**src/rtl/s2p_pkg.sv**
```systemverilog
// Shared types for the serial-to-parallel receiver: FSM state encoding and default width.
package s2p_pkg;

  localparam int DEFAULT_WIDTH = 8;

  typedef enum logic {
    S_IDLE  = 1'b0,
    S_SHIFT = 1'b1
  } state_t;

endpackage

```
**src/rtl/s2p_hold_reg.sv**
```systemverilog
// One-entry output holding register with valid/ready handshake and a load-when-full drop pulse.
module s2p_hold_reg #(
  parameter int WIDTH = 8
) (
  input  logic             clk,
  input  logic             rst,
  input  logic             load,
  input  logic [WIDTH-1:0] load_data,
  input  logic             ready,
  output logic [WIDTH-1:0] data,
  output logic             valid,
  output logic             drop
);

  // Handshake: a word transfers on any edge where valid & ready; data is stable
  // while valid=1. A load that coincides with a transfer refills without a bubble;
  // a load while full and not being drained is dropped and reported via drop.
  logic accept;

  assign accept = load & (~valid | ready);
  assign drop   = load & valid & ~ready;

  always_ff @(posedge clk or posedge rst) begin
    if (rst) begin
      data  <= '0;
      valid <= 1'b0;
    end else if (accept) begin
      data  <= load_data;
      valid <= 1'b1;
    end else if (valid && ready) begin
      valid <= 1'b0;
    end
  end

endmodule

```
**src/rtl/serial_to_parallel.sv**
```systemverilog
// MSB-first framed serial receiver: shifts qualified bits into WIDTH-bit words and
// hands them to a holding register, with sticky overrun and framing-error flags.
module serial_to_parallel
  import s2p_pkg::*;
#(
  parameter int WIDTH = DEFAULT_WIDTH
) (
  input  logic             clk,
  input  logic             rst,
  input  logic             serial_in,
  input  logic             bit_valid,
  input  logic             frame_start,
  output logic [WIDTH-1:0] data_out,
  output logic             data_valid,
  input  logic             data_ready,
  output logic             overrun,
  output logic             frame_err,
  input  logic             clear_flags,
  output state_t           state_dbg
);

  localparam int CW = $clog2(WIDTH + 1);
  localparam logic [CW-1:0] LAST_IDX = CW'(WIDTH - 1);

  state_t           state, state_nxt;
  logic [WIDTH-1:0] sr, sr_nxt;
  logic [CW-1:0]    count, count_nxt;
  logic             word_done;
  logic             frame_evt;
  logic             drop;

  assign state_dbg = state;

  always_ff @(posedge clk or posedge rst) begin
    if (rst) begin
      state <= S_IDLE;
      sr    <= '0;
      count <= '0;
    end else begin
      state <= state_nxt;
      sr    <= sr_nxt;
      count <= count_nxt;
    end
  end

  always_comb begin
    state_nxt = state;
    sr_nxt    = sr;
    count_nxt = count;
    word_done = 1'b0;
    frame_evt = 1'b0;
    if (bit_valid) begin
      case (state)
        S_IDLE: begin
          if (frame_start) begin
            sr_nxt    = {sr[WIDTH-2:0], serial_in};
            count_nxt = CW'(1);
            state_nxt = S_SHIFT;
          end
        end
        S_SHIFT: begin
          sr_nxt = {sr[WIDTH-2:0], serial_in};
          if (frame_start) begin
            // Restart: older bits left in sr are shifted out before this word completes.
            frame_evt = 1'b1;
            count_nxt = CW'(1);
          end else if (count == LAST_IDX) begin
            word_done = 1'b1;
            count_nxt = '0;
            state_nxt = S_IDLE;
          end else begin
            count_nxt = count + CW'(1);
          end
        end
        default: state_nxt = S_IDLE;
      endcase
    end
  end

  // The completed word is loaded straight from the shift path, so it is visible
  // in the cycle right after its last bit.
  s2p_hold_reg #(.WIDTH(WIDTH)) u_hold (
    .clk       (clk),
    .rst       (rst),
    .load      (word_done),
    .load_data (sr_nxt),
    .ready     (data_ready),
    .data      (data_out),
    .valid     (data_valid),
    .drop      (drop)
  );

  always_ff @(posedge clk or posedge rst) begin
    if (rst) begin
      overrun   <= 1'b0;
      frame_err <= 1'b0;
    end else begin
      overrun   <= drop | (overrun & ~clear_flags);
      frame_err <= frame_evt | (frame_err & ~clear_flags);
    end
  end

endmodule

```
**config.mk**
```make
export PLATFORM = sky130hd
export DESIGN_NAME = serial_to_parallel
export DESIGN_NICKNAME = d
export VERILOG_FILES = /design/src/rtl/s2p_pkg.sv /design/src/rtl/s2p_hold_reg.sv /design/src/rtl/serial_to_parallel.sv
export SDC_FILE = /design/constraint.sdc
export NUM_CORES = 1
export LEC_CHECK = 0
export CORE_MARGIN = 5
export CORE_UTILIZATION = 54
export CTS_CLUSTER_SIZE = 30
export DETAILED_ROUTE_END_ITERATION = 16
export GPL_TIMING_DRIVEN = 0
export PLACE_DENSITY = 0.9
export SETUP_SLACK_MARGIN = 0.02
export SYNTH_ARGS = -nofsm -noshare
export SYNTH_HDL_FRONTEND = slang
export SYNTH_SLANG_ARGS = --single-unit
```
**constraint.sdc**
```tcl
create_clock -name clk -period 2.8 [get_ports clk]
set_input_delay 0.7 -clock clk [delete_from_list [all_inputs] [get_ports clk]]
set_output_delay 0.7 -clock clk [all_outputs]
set_load 0.05 [all_outputs]
```
==> flow_summary.json, run 1 <==
{
  "hp-class": "flop to flop",
  "die_w_um": 53.75,
  "grt_overflow": 0,
  "clkLatencyLatePin_ns": 0.32,
  "dp_hpwl_um": 1221,
  "drc_errors": 0,
  "cp_data_arrival_time_ns": 1.52,
  "path_max_fanout": 2,
  "cap_violations": 0,
  "ctsLongestPathBuffers": 2,
  "start_util_pct": 58.58,
  "drt-pass1-iter-count": 2,
  "port_buffers": 17,
  "clkTransAtPathRegs_ns": 0.13,
  "ir_worst_vdd_uv": 465.4,
  "finalCriticalPeriod_ns": 2.216,
  "final_layout_size_suffix_gt1_share_pct": 30.85,
  "viasPerCell": 5.134,
  "outcome": "finished, final reports clean",
  "cts_max_level": 1,
  "final_cell_mix": "dfrtp_1, clkdlybuf4s50_1, mux2_2, mux2_4, nand2_1",
  "synth.cell_area_um2": 1033,
  "cp.required_ns": 2.10,
  "syn-instance-count": 73,
  "finalCritPeriodShare_pct": 79.15,
  "cts-root-buf": "clkbuf_4",
  "cts_tree": "done",
  "num_rows": 15,
  "die_height_um": 53.75,
  "cts_sinks": 24,
  "areaGrowthSynthToFinish_pct": 24.58,
  "via_count": 611,
  "synth_warnings": 0,
  "crit_chain": "clkdlybuf4s50_1",
  "synth_top_area_share_pct": 58.11,
  "post-cts-setup-buffers": 0,
  "hold_viol": 0,
  "final_util_pct": 72.98,
  "place.gp.congestion": 0.7181,
  "holdWs_ns": 0.5149,
  "slew_headroom_pct": 43.77,
  "syn_nets": 81,
  "cp_slowest_cell": "clkdlybuf4s50_1",
  "cp-start-kind": "flop",
  "synth.avg_cell_area_um2": 14.16,
  "leakage_nw": 0.5908,
  "fmax_mhz": 451.2,
  "drtIter0Drc": 1,
  "max_stage_delay_ns": 0.81,
  "final-setup-viol-count": 0,
  "grt_pass1_vias": 654,
  "worst-setup-path-type": "flop to primary output",
  "cp_top_family": "buffers and inverters",
  "ctsResizeCount": 0,
  "fin_tns_setup_ns": 0,
  "grt_max_degree": 25,
  "mostFrequentLayoutCell": "dfrtp_1",
  "cts_hold_buf": 0,
  "worst_pin_slew_ns": 0.8425,
  "synth_top_cells_by_area": "dfrtp_1, mux2_4, mux2_2, a22o_2, and3b_2",
  "wire_per_inst_um": 14.48,
  "cp_num_buf_inv": 1,
  "core-area_um2": 1764,
  "diodes": 0,
  "grt_pass1_wl_um": 2987,
  "rrSetupSlack_ns": 1.12,
  "drt-total-wl_um": 1723,
  "grt_setup_unrepaired": "no",
  "dieArea_um2": 2889,
  "p_per_area_nw_per_um2": 744.2,
  "critPathCaptureType": "primary output",
  "nets": 103,
  "fin_skew_ns": 0.009064,
  "cts_buffers": 3,
  "io_pins": 19,
  "grt.total_usage_pct": 14.53,
  "ys_ff_latch": 24,
  "synth.yosys.seq_area_share_pct": 58.11,
  "yosysTopAreaCell": "dfrtp_1",
  "report.final.slew_viol_count": 0,
  "antenna_found_initial": 0,
  "final_antenna_net_count": 0,
  "ys_types": 24
}
==> state kept, by name, summed over array words and instances, names as in the netlist <==
signal        flops
u_hold.valid      1
u_hold.data       8
overrun           1
state_dbg         1
count             4
sr                8
frame_err         1
==> logic make-up (layout without fill, tap and decap cells) <==
group,Yosys count,count (layout),synth area share (%)
flops,24,24,58.11
simple gates,13,13,7.869
buf+inv,7,28,3.752
fa+ha+maj,1,1,1.210
mux,17,17,21.31
compound gates,11,11,7.748
==> power breakdown <==
| group | internal [W] | switching, W |
|---|---|---|
| Combinational | 0.000118 | 0.000138 |
| Clock | 0.000145 | 0.000102 |
| Sequential | 0.000417 | 0.0000387 |
| Total | 0.000679 | 0.000279 |
==> final cells by class <==
| type | instances | area [um2] |
|---|---|---|
| clock inverter | 1 | 30.03 |
| sequential | 24 | 600.6 |
| inverter | 4 | 15.01 |
| clock buffer | 3 | 22.52 |
| tap | 25 | 31.28 |
| timing repair buffer | 17 | 170.2 |
| multi-input combinational | 42 | 394.1 |
| fill | 126 | 476.7 |
| buffer | 3 | 23.77 |
==> per-stage QoR <==
stage / total power (W) / std cells / setup WS (ns) / cell area, um2
after floorplan: 0.0006395 / 73 / 0.9620 / 1033
after global placement: 0.0007075 / 115 / 0.3391 / 1235
after detailed placement: 0.0007196 / 115 / 0.3318 / 1235
after CTS: 0.0009693 / 119 / 0.5657 / 1287
after global routing: 0.001011 / 119 / 0.5294 / 1287
final: 0.0009581 / 119 / 0.5837 / 1287
==> Yosys cell counts, drive strengths merged <==
| library cell | instances |
|---|---|
| nand4 | 1 |
| inv | 4 |
| and3b | 2 |
| o21bai | 1 |
| buf | 3 |
| and3 | 1 |
| o2bb2ai | 1 |
| nand2b | 2 |
| nand2 | 5 |
| mux2 | 16 |
| o22ai | 1 |
| a21oi | 1 |
| o21ai | 4 |
| nor3b | 1 |
| mux2i | 1 |
| ha | 1 |
| dfrtp | 24 |
| nand3 | 1 |
| a22o | 3 |
==> path summary, 6_finish.rpt <==
path | from | endpoint | cells after the start
max reg2reg | state_dbg | u_hold.data[0] | 4
min reg2reg | sr[7] | sr[7] | 1
min | sr[7] | sr[7] | 1
max | u_hold.data[5] | data_out[5] | 1
max in group asynchronous | rst | state_dbg | 2
min in group asynchronous | rst | sr[4] | 2
==> metal layers <==
metal | vias up | track usage [%] | share of wire (%)
met5 | - | 0 | 0
met4 | 0 | 6.383 | 0.87
met3 | 2 | 3.601 | 4.5
met2 | 12 | 24.60 | 50
met1 | 298 | 17.32 | 44
li1 | 299 | - | -
(Power assumes the default switching activity.)
==> run 2: changes to the inputs <==
- CORE_UTILIZATION: 54 -> 50
- PLACE_DENSITY: 0.9 -> 0.85
- clock period: 2.8 -> 2.26 ns (I/O delays scaled with it)
==> run 2 against run 1 <==
- via count is 9.3% higher
- final area increased by 0.19%
- die area increased by 6.5%
- final cell count is 1.7% higher
- combinational power rose by 27%
- register-to-register slack worse by 0.57 ns
- sequential power is 24% higher
- critical path depth unchanged
- wire length increased by 12%
==> flow_summary.json, run 2 (synthesized netlist as in run 1, its figures left out) <==
{
  "final_util_pct": 65.75,
  "holdPathStages": 1,
  "crit_chain": "clkdlybuf4s50_1",
  "cts_buffers": 3,
  "port_buffers": 17,
  "dpl_cell_area_um2": 1237,
  "leakage_nw": 0.5908,
  "worstSetupPathDepth": 1,
  "hp-class": "flop to flop",
  "drc_errors": 0,
  "ctsLongestPathBuffers": 2,
  "cts-root-buf": "clkbuf_4",
  "cp_num_buf_inv": 1,
  "fmax_mhz": 479.5,
  "path_max_fanout": 2,
  "areaGrowthSynthToFinish_pct": 24.82,
  "num_rows": 16,
  "cts_max_level": 1,
  "place.gp.congestion": 0.8138,
  "largestRegisters": "sr x8, u_hold.data x8, count x4",
  "worst_pin_slew_ns": 0.8930,
  "worst-setup-path-type": "flop to primary output",
  "use_met3_pct": 3.497,
  "max_stage_delay_ns": 0.81,
  "grt_pass1_wl_um": 3443,
  "dp_hpwl_um": 1370,
  "via_count": 668,
  "grt_overflow": 0,
  "grt-busiest-layer": "met2",
  "core-area_um2": 1962,
  "cts_hold_buf": 0,
  "cp-start-kind": "flop",
  "final-setup-viol-count": 0,
  "hold_viol": 0,
  "dieArea_um2": 3076,
  "diodes": 0,
  "drtIter0Drc": 12,
  "viasPerCell": 5.521,
  "mostFrequentLayoutCell": "dfrtp_1",
  "cap_violations": 0,
  "fin_tns_setup_ns": 0,
  "grt.total_usage_pct": 14.12,
  "grt_setup_unrepaired": "no",
  "grtUsageMet2_pct": 21.62,
  "start_util_pct": 52.68,
  "num-fill-cells": 156,
  "outcome": "finished, final reports clean",
  "final_layout_size_suffix_gt1_share_pct": 30.85,
  "dp.cells": 117,
  "finalCritPeriodShare_pct": 92.29,
  "die_w_um": 55.47,
  "finalCriticalPeriod_ns": 2.086,
  "drt-pass1-iter-count": 4,
  "cp.required_ns": 1.69,
  "final_cell_mix": "dfrtp_1, clkdlybuf4s50_1, mux2_2, mux2_4, nand2_1",
  "cp_slowest_cell": "clkdlybuf4s50_1",
  "grt_max_degree": 25,
  "report.final.slew_viol_count": 0,
  "stdcell_count": 121,
  "use_met1_pct": 17.78,
  "worst_r2r_path_depth": 4,
  "drt-total-wl_um": 1927,
  "clkTransAtPathRegs_ns": 0.14,
  "ctsResizeCount": 0,
  "post-cts-setup-buffers": 0,
  "setup_ws_ns": 0.1743,
  "wire_per_inst_um": 15.93,
  "io_pins": 19,
  "ir_worst_vdd_uv": 562.8,
  "cp_top_family": "buffers and inverters",
  "fin_skew_ns": 0.01002,
  "nets": 103,
  "die_height_um": 55.47,
  "slew_headroom_pct": 40.40,
  "cts_sinks": 24,
  "final_antenna_net_count": 0,
  "p_per_area_nw_per_um2": 928.5,
  "pre_cts_slack_ns": -0.09361,
  "grt_pass1_vias": 731,
  "critPathCaptureType": "primary output",
  "final_area_um2": 1290,
  "antenna_found_initial": 0,
  "cp_data_arrival_time_ns": 1.52,
  "cts_tree": "done",
  "clkLatencyLatePin_ns": 0.32
}
[run 2: cell counts in the layout (fill, tap and decap cells not counted)]
Identical to the previous run, type by type.
[run 2: worst paths after layout]
path / start / endpoint / slack, ns
worst max-delay path: u_hold.data[5] / data_out[5] / 0.17
worst min-delay path: sr[7] / sr[7] / 0.52
worst max register to register: state_dbg / u_hold.data[5] / 0.55
worst min register to register: sr[7] / sr[7] / 0.52
max in group asynchronous: rst / count[3] / 0.97
min in group asynchronous: rst / sr[0] / 0.74
[run 2: layout make-up]
cell class	count	area (um2)	share of cell area, %
Sequential cell	24	600.6	46.56
Multi-Input combinational cell	42	394.1	30.55
Timing Repair Buffer	17	170.2	13.19
Tap cell	27	33.78	2.619
Clock inverter	1	30.03	2.328
Buffer	3	23.77	1.843
Clock buffer	3	22.52	1.746
Inverter	4	15.01	1.164
[run 2: report_power, final]
group          total [W]  internal (W)  leakage, nW  switching (W)
clock network   0.000308      0.000179       0.0279       0.000129
registers       0.000564      0.000516        0.306      0.0000479
logic           0.000326      0.000146        0.257       0.000179
[run 2: per-stage QoR]
stage | power, W | hold slack, ns
after CTS | 0.001208 | 0.5250
after global placement | 0.0008776 | 0.4803
after global routing | 0.001251 | 0.5426
final | 0.001198 | 0.5208
after floorplan | 0.0007923 | 0.4655
after detailed placement | 0.0008988 | 0.4945
[run 2: layer usage]
layer | share of wire (%) | vias up
met5 | 0 | -
met4 | 2.5 | 0
met3 | 4.6 | 6
met2 | 50 | 17
met1 | 43 | 343
li1 | - | 302
==> run 3: changes to the inputs <==
- PLACE_DENSITY: 0.85 -> 0.77
==> run 3 against run 2 <==
- power is 7.2% lower
- register-to-register slack hardly changed
- clock skew is 0.0050 ns lower
- global-route usage is 1.2 points lower
- clock power is 28% lower
- core utilization is 0.83 points lower
- wire length is 7.3% lower
- largest power group unchanged
==> flow_summary.json, run 3 (synthesized netlist as in run 1, its figures left out) <==
{
  "dieArea_um2": 3076,
  "grt.total_usage_pct": 12.89,
  "worst_pin_slew_ns": 0.8714,
  "core-area_um2": 1962,
  "critPathCaptureType": "primary output",
  "cp_data_arrival_time_ns": 1.50,
  "worst-setup-path-type": "flop to primary output",
  "nets": 103,
  "via_count": 612,
  "outcome": "finished, final reports clean",
  "largestRegisters": "sr x8, u_hold.data x8, count x4",
  "cts_buffers": 3,
  "num_rows": 16,
  "grt_setup_unrepaired": "no",
  "cp_slowest_cell": "clkdlybuf4s50_1",
  "clkTransAtPathRegs_ns": 0.12,
  "internal-power_w": 0.0007612,
  "r2r_end": "u_hold.data[5]",
  "p_switching_w": 0.0003508,
  "hold_viol": 0,
  "mostFrequentLayoutCell": "dfrtp_1",
  "viasPerCell": 5.058,
  "p_per_area_nw_per_um2": 873.1,
  "hp-class": "flop to flop",
  "antenna_found_initial": 0,
  "cp_num_buf_inv": 1,
  "io_pins": 19,
  "die_w_um": 55.47,
  "ctsResizeCount": 0,
  "report.final.slew_viol_count": 0,
  "dp_hpwl_um": 1265,
  "min_from": "count[2]",
  "cap_violations": 0,
  "cp-start-kind": "flop",
  "die_height_um": 55.47,
  "cp_top_family": "buffers and inverters",
  "cp.required_ns": 1.69,
  "grt_pass1_wl_um": 3022,
  "drt-total-wl_um": 1786,
  "start_util_pct": 52.68,
  "post-cts-setup-buffers": 0,
  "cts-root-buf": "clkbuf_4",
  "drtIter0Drc": 4,
  "ctsLongestPathBuffers": 2,
  "hold_end": "count[2]",
  "ir_worst_vdd_uv": 553.8,
  "max_stage_delay_ns": 0.81,
  "cts_hold_buf": 0,
  "path_max_fanout": 2,
  "areaGrowthSynthToFinish_pct": 23.24,
  "final_cell_mix": "dfrtp_1, clkdlybuf4s50_1, mux2_2, mux2_4, nand2_1",
  "cts_sinks": 24,
  "grt_max_degree": 25,
  "fin_skew_ns": 0.004998,
  "seq_power_share_pct": 51.2,
  "port_buffers": 17,
  "p_sw_share_pct": 31.55,
  "slew_headroom_pct": 41.84,
  "final-setup-viol-count": 0,
  "leakage_nw": 0.5838,
  "holdWs_ns": 0.5211,
  "crit_chain": "clkdlybuf4s50_1",
  "cts_tree": "done",
  "drc_errors": 0,
  "final_antenna_net_count": 0,
  "fin_tns_setup_ns": 0,
  "finalCriticalPeriod_ns": 2.067,
  "final_layout_size_suffix_gt1_share_pct": 30.85,
  "fmax_mhz": 483.9,
  "clkLatencyLatePin_ns": 0.31,
  "worst_r2r_path_depth": 4,
  "critPathLaunch": "u_hold.data[3]",
  "grt_pass1_vias": 634,
  "rrSetupSlack_ns": 0.54,
  "clockPowerShare_pct": 19.9,
  "cts_max_level": 1,
  "drt-pass1-iter-count": 3,
  "diodes": 0,
  "reg2reg_from": "state_dbg",
  "wire_per_inst_um": 14.76,
  "p_comb_share_pct": 28.9,
  "place.gp.congestion": 0.7175,
  "holdPathStages": 1,
  "grt_overflow": 0,
  "finalCritPeriodShare_pct": 91.45
}
[run 3: power groups by stage]
stage	logic [W]	registers, W	clock network (W)
floorplan	0.000140	0.000653	0
detailed placement	0.000322	0.000575	0
finish	0.000321	0.000570	0.000222
global route	0.000344	0.000580	0.000251
global placement	0.000311	0.000568	0
CTS	0.000326	0.000570	0.000230
[run 3: cell type report]
type / count / area [um2]
Buffer: 3 / 23.77
Timing Repair Buffer: 17 / 170.2
Tap cell: 27 / 33.78
Sequential cell: 24 / 600.6
Clock buffer: 4 / 36.28
Inverter: 4 / 15.01
Multi-Input combinational cell: 42 / 394.1
Fill cell: 167 / 688.2
[run 3: how the worst max path moves through the flow]
| stage | to | slack (ns) | depth (start not counted) |
|---|---|---|---|
| global placement | u_hold.data[1] | -0.08 | 4 |
| detailed placement | u_hold.data[4] | -0.06 | 4 |
| global route | data_out[5] | 0.12 | 1 |
| floorplan | u_hold.data[0] | 0.42 | 4 |
| finish | data_out[3] | 0.19 | 1 |
| CTS | data_out[5] | 0.18 | 1 |
[run 3: metrics by stage]
| step | setup WS, ns | instance area [um2] | util (%) | power (W) | cells |
|---|---|---|---|---|---|
| finish | 0.1933 | 1274 | 64.92 | 0.001112 | 121 |
| global route | 0.1235 | 1274 | 64.92 | 0.001176 | 121 |
| global placement | -0.07732 | 1237 | 63.07 | 0.0008792 | 117 |
| CTS | 0.1774 | 1274 | 64.92 | 0.001126 | 121 |
| floorplan | 0.4220 | 1033 | - | 0.0007923 | 73 |
| detailed placement | -0.06444 | 1237 | 63.07 | 0.0008965 | 117 |
[run 3: layer usage]
metal	vias to the layer above	GRT usage, %	wire [um]
met2	14	20.44	888
met1	296	15.38	788
li1	298	-	-
met4	0	5.208	32
met3	4	5.361	77
met5	-	0	0
